**config.mk**
```make
export PLATFORM = sky130hd
export DESIGN_NAME = acl2_tilt_filter
export DESIGN_NICKNAME = d
export VERILOG_FILES = /design/src/rtl/acl2_tilt_filter.sv
export SDC_FILE = /design/constraint.sdc
export NUM_CORES = 1
export LEC_CHECK = 0
export BUFFER_PORTS_ARGS = -buffer_cell sky130_fd_sc_hd__buf_2
export CORE_MARGIN = 2
export CORE_UTILIZATION = 60
export DETAILED_ROUTE_END_ITERATION = 6
export HOLD_SLACK_MARGIN = 0.03
export PLACE_DENSITY = 0.83
export SYNTH_ARGS = -nofsm -noshare
export SYNTH_HDL_FRONTEND = slang
export SYNTH_SLANG_ARGS = --single-unit
export TNS_END_PERCENT = 20
```
**constraint.sdc**
```tcl
create_clock -name clk -period 31.2 [get_ports clk]
set_clock_uncertainty 0.2 [all_clocks]
set_input_delay 1.56 -clock clk [delete_from_list [all_inputs] [get_ports clk]]
set_output_delay 1.56 -clock clk [all_outputs]
set_load 0.03 [all_outputs]
```
**src/rtl/acl2_tilt_filter.sv**
```systemverilog
// acl2_tilt_filter: samples the ACL2 axes into clk, moving-averages each axis and classifies tilt.
// Optional macro TILT_HYST_EN: use TILT_OFF as a lower exit threshold (tilt hysteresis).
module acl2_tilt_filter #(
  parameter logic [15:0]        SAMPLE_DIV = 16'd50000,
  parameter int unsigned        LOG2_N     = 3,
  parameter logic signed [11:0] TILT_ON    = 12'sd300,
  parameter logic signed [11:0] TILT_OFF   = 12'sd200
) (
  input  logic        clk,
  input  logic        rst,
  input  logic [11:0] acc_x,
  input  logic [11:0] acc_y,
  input  logic [11:0] acc_z,
  output logic [11:0] avg_x,
  output logic [11:0] avg_y,
  output logic [11:0] avg_z,
  output logic        avg_valid,
  output logic [2:0]  tilt,
  output logic        tilt_changed
);
  localparam int unsigned AW = 12;
  localparam int unsigned N  = 1 << LOG2_N;
  localparam int unsigned SW = AW + LOG2_N;
  localparam int unsigned MW = AW + 1;

  localparam logic [2:0] T_FLAT  = 3'd0;
  localparam logic [2:0] T_RIGHT = 3'd1;
  localparam logic [2:0] T_LEFT  = 3'd2;
  localparam logic [2:0] T_UP    = 3'd3;
  localparam logic [2:0] T_DOWN  = 3'd4;

  localparam logic signed [MW-1:0] ON_M = MW'(TILT_ON);
`ifdef TILT_HYST_EN
  localparam logic signed [MW-1:0] HOLD_M = MW'(TILT_OFF);
`else
  localparam logic signed [MW-1:0] HOLD_M = ON_M;
`endif

  // Elaboration-time parameter legality checks
  if (SAMPLE_DIV < 16'd8) begin : g_bad_div
    $error("acl2_tilt_filter: SAMPLE_DIV must be at least 8");
  end
  if (TILT_OFF > TILT_ON) begin : g_bad_thr
    $error("acl2_tilt_filter: TILT_OFF must not exceed TILT_ON");
  end

  typedef enum logic [1:0] {IDLE, CAPTURE, ACCUM, UPDATE} state_t;

  state_t                       state;
  logic [15:0]                  div_cnt;
  logic                         tick;
  logic [2:0][AW-1:0]           s1, s2, samp, avg;
  logic [2:0][SW-1:0]           sum, sum_nxt;
  logic [2:0][N-1:0][AW-1:0]    hist;
  logic [LOG2_N-1:0]            ptr;
  logic signed [MW-1:0]         m_right, m_left, m_up, m_down, cur_m;
  logic                         cur_live;
  logic [2:0]                   tilt_nxt;

  assign avg_x = avg[0];
  assign avg_y = avg[1];
  assign avg_z = avg[2];

  // Free-running sample divider; never stalls
  assign tick = (div_cnt == SAMPLE_DIV - 16'd1);

  always_ff @(posedge clk or posedge rst) begin
    if (rst)       div_cnt <= '0;
    else if (tick) div_cnt <= '0;
    else           div_cnt <= div_cnt + 16'd1;
  end

  // Two-flop synchronizer; s1 == s2 marks a settled sample
  always_ff @(posedge clk or posedge rst) begin
    if (rst) begin
      s1 <= '0;
      s2 <= '0;
    end else begin
      s1 <= {acc_z, acc_y, acc_x};
      s2 <= s1;
    end
  end

  always_comb begin
    for (int a = 0; a < 3; a++) begin
      sum_nxt[a] = SW'($signed(sum[a]) + SW'($signed(samp[a])) - SW'($signed(hist[a][ptr])));
    end
  end

  assign m_right = MW'($signed(avg[0]));
  assign m_left  = -m_right;
  assign m_up    = MW'($signed(avg[1]));
  assign m_down  = -m_up;

  // Current direction holds while its metric stays above the exit threshold
  always_comb begin
    cur_m    = '0;
    cur_live = 1'b1;
    case (tilt)
      T_RIGHT: cur_m = m_right;
      T_LEFT:  cur_m = m_left;
      T_UP:    cur_m = m_up;
      T_DOWN:  cur_m = m_down;
      default: cur_live = 1'b0;
    endcase
    tilt_nxt = T_FLAT;
    if (cur_live && cur_m >= HOLD_M) tilt_nxt = tilt;
    else if (m_right >= ON_M)        tilt_nxt = T_RIGHT;
    else if (m_left  >= ON_M)        tilt_nxt = T_LEFT;
    else if (m_up    >= ON_M)        tilt_nxt = T_UP;
    else if (m_down  >= ON_M)        tilt_nxt = T_DOWN;
  end

  always_ff @(posedge clk or posedge rst) begin
    if (rst) begin
      state        <= IDLE;
      samp         <= '0;
      sum          <= '0;
      hist         <= '0;
      avg          <= '0;
      ptr          <= '0;
      avg_valid    <= 1'b0;
      tilt         <= T_FLAT;
      tilt_changed <= 1'b0;
    end else begin
      avg_valid    <= 1'b0;
      tilt_changed <= 1'b0;
      case (state)
        IDLE: if (tick) state <= CAPTURE;
        CAPTURE: begin
          if (s1 == s2) begin
            samp  <= s2;
            state <= ACCUM;
          end
        end
        ACCUM: begin
          for (int a = 0; a < 3; a++) begin
            sum[a]       <= sum_nxt[a];
            hist[a][ptr] <= samp[a];
            avg[a]       <= AW'($signed(sum_nxt[a]) >>> LOG2_N);
          end
          ptr       <= ptr + LOG2_N'(1);
          avg_valid <= 1'b1;
          state     <= UPDATE;
        end
        UPDATE: begin
          tilt         <= tilt_nxt;
          tilt_changed <= (tilt_nxt != tilt);
          state        <= IDLE;
        end
        default: state <= IDLE;
      endcase
    end
  end
endmodule

```
Yosys cells after proc, flatten, opt, wreduce, memory -nomap -nowiden. Index checks and enable logic that the tools add are counted.

Logic and storage cells: 104. Memories kept: 0. Output and inout port bits: 41. Bits in writable memories: 0. Flip-flop bits (word level): 503. Input port bits: 38. Bits in read-only memories: 0. Latch bits: 0.

Reduce and logical (&&, ||, !) cells: 6. Shift-type cells: 0. Bitwise operators: 0. Muxes and demuxes: 24. Multiply operators: 0. $lt $le $gt $ge: 7. Eq/ne operators: 12. Add/subtract/negate cells: 10. Div/mod/pow operators: 0.

Operators by type and width (count): bitwise mux 96 bit (3); binary-select mux 12 bit (select 3 bit) (3); case mux 13 bit (4 select lines) (1); two-way mux 12 bit (4); adder 15 x 12 -> 15 bit (3); subtractor 15 x 12 -> 15 bit (3); >= comparator 13 x 10 -> 1 bit, second input constant (3); demux 12 bit (select 3 bit) (1); equality test 36 bit (1); negator 12 -> 13 bit (2); >= comparator 12 x 10 -> 1 bit, second input constant (2); adder 16 x 1 -> 16 bit, second input constant (1); equality test 16 bit, second input constant (1); two-way mux 16 bit (1); two-way mux 3 bit (5); case mux 2 bit (4 select lines) (1); equality test 3 x 2 -> 1 bit, second input constant (2); equality test 2 bit, second input constant (2); < comparator 3 x 4 -> 1 bit, second input constant (1); two-way mux 2 bit (2); inequality test 2 bit, second input constant (2); AND reduction 2 bit (2); OR reduction 4 bit (1); adder 3 x 1 -> 3 bit, second input constant (1); other kinds (8) (11).

Depth between registers and ports, before layout.
Word-level depth: 9. Depth in mapped cells: 18. Gate-level depth less buffers: 15.

Least setup slack after synthesis. Ideal clock, no wire load.

Path kind: reg-to-reg. Start point: reg ptr[0]. End point: reg avg, in the netlist avg_y[10]. Data arrival time: 4.136 ns. Period minus slack after synthesis: 4.479 ns. Slack: 26.721 ns. Path buffers: 2. Data required time: 30.856 ns. Library setup time: 0.144 ns. Stages on the path, launching flop included: 16. Path through: dfrtp_1 > clkbuf_1 > buf_1 > mux4_2 > mux2_2 > fa_1 > inv_1 > ha_1 > a21o_1 > a21oi_1 > o21ai_0 > o21ai_0 > o211ai_1 > a31oi_1 > xor2_1 > mux2i_1.

Word-level cells in the longest chain between the ends: 3.

RTL lines: start: declaration (line 55) `logic [LOG2_N-1:0] ptr;`; start signal: assignment (line 142) `ptr <= ptr + LOG2_N'(1);`; binary-select mux 12 bit (select 3 bit) (line 86) `sum_nxt[a] = SW'($signed(sum[a]) + SW'($signed(samp[a])) - SW'($signed(hist[a][ptr])));`; two-way mux 12 bit (not written as such) (line 86); subtractor 15 x 12 -> 15 bit (line 86); end signal: indexed assignment (line 140) `avg[a] <= AW'($signed(sum_nxt[a]) >>> LOG2_N);`; end: declaration (line 52) `logic [2:0][AW-1:0] s1, s2, samp, avg;`.

No other way between the ends. The select of a mux whose other input is x is not followed. A chain may end at the register's enable or synchronous reset.

Final worst setup path.
Start point: reg ptr[0]. End point: reg avg, in the netlist avg_x[11].

The elaborated chain is that of the path after synthesis.

==> run_results.csv <==
group,metric,value,unit
pwr,peakVddDrop,0.00004555,V
detailed_routing,drc,0,
sta,timing.final.crit_share,17.81,%
logic_synthesis,avgSynthCellArea,11.89,sq um
logic_synthesis,synth_seq_cells,467,
floorplanning,io_pins,79,
global_routing,grt_start_max_net_pins,105,
placement,place_area,0.02386,sq mm
sta,maxSlewViolCount,0,
logic_synthesis,synth_top_area_share,50.33,%
clocking,cts_resized,0,
clocking,clkSlewWorstSetupHoldPaths,60,ps
clocking,cts_tree,"built",
logic_synthesis,synthCells,1952,
worst_setup_path,worst_path_largest_cell_delay,980,ps
clocking,clk_latency,580,ps
worst_setup_path,cp-end-kind,"flop",
placement,gp_congestion,0.8655,
finish,area_delta_synth_final,9.473,%
logic_synthesis,synth_flop_cell,"dfrtp_1",
worst_setup_path,crit_slowest_cell,"dfrtp_4",
pwr,power.density,47.49,mW/mm^2
floorplanning,die-area,0.04029,sq mm
pwr,p_total,1.207,mW
floorplanning,start_util,60.50,%
clocking,root_buffer,"clkbuf_16",
global_routing,grt_usage,26.48,%
global_routing,grt_pass1_wl,84740,um
sta,finalSetupTns,0,ps
worst_setup_path,crit_family,"compound AO/OA/AOI/OAI gates",
placement,hpwl,34390,um
clocking,cts-buffers-inserted,47,
floorplanning,die_x,200.7,um
worst_setup_path,worst_setup_path_start_kind,"flop",
logic_synthesis,yosys_warnings,0,
worst_setup_path,arrival,5800,ps
worst_setup_path,critPathRequiredTime,31440,ps
clocking,cts_sinks,467,
sta,fmax,180.0,MHz
sta,setup_viol,0,
worst_setup_path,critical_path_class,"flop to flop",
pwr,power_leakage,11.90,nW
sta,post-route-worst-setup-slack,25640,ps
clocking,post_cts_buffers,0,
logic_synthesis,ys_top_cells_by_area,"dfrtp_1 50%, mux2_2 11%, mux4_2 7.0%",
worst_setup_path,crit_fanout,42,
sta,hold_violations,0,
detailed_routing,drtIter0Drc,944,
floorplanning,rows,72,
detailed_routing,vias,15040,
finish,insertedDiodeCount,0,
clocking,clk_path_buf_depth,3,
detailed_routing,first_pass_iters,5,
floorplanning,core_area,0.03838,sq mm
detailed_routing,wl_per_cell,20.34,um
finish,fin_util,66.23,%
finish,final_nets,2118,
clocking,hold_buffers,0,
worst_setup_path,worstPathCellList,"buf_4 > mux4_2 > mux2_2 > fa_1 > fa_1 > nand2b_1 > a21oi_1 > o2111ai_1 > a31oi_1 > a31oi_1 > xnor2_1 > nand2_1 > xnor2_1",
finish,drive_above_1_share,25.15,%
detailed_routing,ant_nets,0,
sta,worst_slew_pin_slew,1121,ps
logic_synthesis,syn_nets,2089,
logic_synthesis,yosysUniqueCellTypes,75,
detailed_routing,viasPerCell,5.944,
placement,place_ws,25620,ps
logic_synthesis,synth-seq-area-share,50.33,%
clocking,cts_max_level,2,
global_routing,grt-ovfl-total,0,
hold_path,hold_path.class,"flop to flop",
logic_synthesis,async_flop_share,100.0,%
sta,slew_headroom,25.00,%
sta,rsz0062_at_grt,"no",
finish,stdcell_area,0.02542,sq mm
worst_setup_path,crit_buf_inv,1,
sta,finalCriticalPeriod,5556,ps
logic_synthesis,synth_edf_count,0,
flow_run,maxCapViolations,0,
floorplanning,dieHeight,200.7,um
global_routing,antenna_found_initial,0,
global_routing,grt_pass1_vias,16010,
logic_synthesis,synth.largest_area_cell,"dfrtp_1",
status,status,"finished clean",
placement,io_buffers,78,
logic_synthesis,syn_area,0.02322,sq mm
detailed_routing,wl,51460,um
==> power by group <==
part           internal, mW  total (mW)  switching (mW)  leakage (nW)
sequential            0.610       0.615         0.00402          6.34
clock                 0.340       0.573           0.233         0.755
combinational       0.00441      0.0194          0.0150          4.81
total                 0.955        1.21           0.252          11.9
==> stage by stage <==
stage / hold WS, ps / instances
CTS: 189.5 / 2530
finish: 186.1 / 2530
floorplan: 171.5 / 1952
global route: 196.8 / 2530
detailed placement: 179.4 / 2450
global placement: 177.8 / 2450
==> layout make-up <==
cell class,count,area [sq um]
clock buffers,68,1345
clock inverters,12,216.5
fillers,2771,12960
inverters,177,671.9
multi-input cells,1183,10250
flip-flops and latches,467,11700
well taps,518,648.1
repair buffers,105,593.1
==> cells in the final DEF (no fill, tap or decap), types with 4 or more instances in the layout <==
cell	count
inv_1	175
nor2_1	57
bufinv_16	5
nand4b_1	4
nand3_1	21
nor3_2	4
clkbuf_1	12
clkbuf_16	47
o21ai_0	189
a21o_1	7
a21oi_1	36
o211ai_1	4
nor2b_1	8
xor2_1	42
nor3_1	16
o22ai_1	4
buf_2	78
and3_1	7
mux2_2	232
xnor2_1	48
and2_1	4
mux4_2	72
fa_1	42
mux2i_1	16
o21ai_1	4
dfrtp_1	464
clkbuf_8	9
nor4_1	9
or3_1	8
buf_4	27
nand2_1	185
ha_1	56
nand4_1	16
nand2b_1	18
a31oi_1	10
o21bai_1	4
==> logic make-up after synthesis <==
| family | synth area share (%) |
|---|---|
| DFF | 50.33 |
| and+or+nand+nor | 7.841 |
| muxes | 18.99 |
| buffers and inverters | 5.637 |
| AOI/OAI and AO/OA | 7.113 |
| adders and majority gates | 6.693 |
| xor gates and xnor gates | 3.395 |
==> per-layer routing <==
metal	vias to the layer above	track usage [%]	wire [um]
met2	441	42.50	24530
met4	0	11.69	2025
met3	109	3.847	2868
li1	6754	-	-
met1	7735	36.50	22030
met5	-	0	0
==> worst paths after layout <==
| path | start | end | slack [ps] | cells past startpoint |
|---|---|---|---|---|
| hold / removal | s1[3] | s2[3] | 190 | 0 |
| max in group asynchronous | rst | ptr[0] | 27610 | 4 |
| hold reg to reg | s1[3] | s2[3] | 190 | 0 |
| setup / recovery | ptr[0] | avg_x[11] | 25640 | 13 |
| min in group asynchronous | rst | s1[11] | 890 | 2 |
| setup reg to reg | ptr[0] | avg_x[11] | 25640 | 13 |
==> worst reg2reg max path: stages, from the launching register on <==
cell       delay [ps]
dfrtp_4           980
buf_4             730
mux4_2            620
mux2_2            290
fa_1              480
fa_1              450
nand2b_1          200
a21oi_1           400
o2111ai_1         250
a31oi_1           260
a31oi_1           140
xnor2_1           180
nand2_1            90
xnor2_1           160
==> synth_stat cells (all sizes together), types with 11 or more instances <==
cell type / count
inv: 177
xnor2: 48
ha: 57
a21oi: 36
o21ai: 194
clkbuf: 60
mux2: 233
fa: 42
buf: 65
nand3: 22
nor3: 22
dfrtp: 467
nand2b: 18
mux2i: 16
xor2: 42
nor2: 57
nand2: 186
mux4: 72
nand4: 16
a31oi: 11
==> registers in the layout, indices dropped and copies added, names as in the netlist <==
signal        cells
hist            288
sum               9
ptr               3
avg_y            12
avg_z            12
s1               36
div_cnt          16
avg_x            12
tilt_changed      1
state             2
avg_valid         1
tilt              3
s2               36
samp             36
No activity file was read; power rests on OpenSTA's default activity.
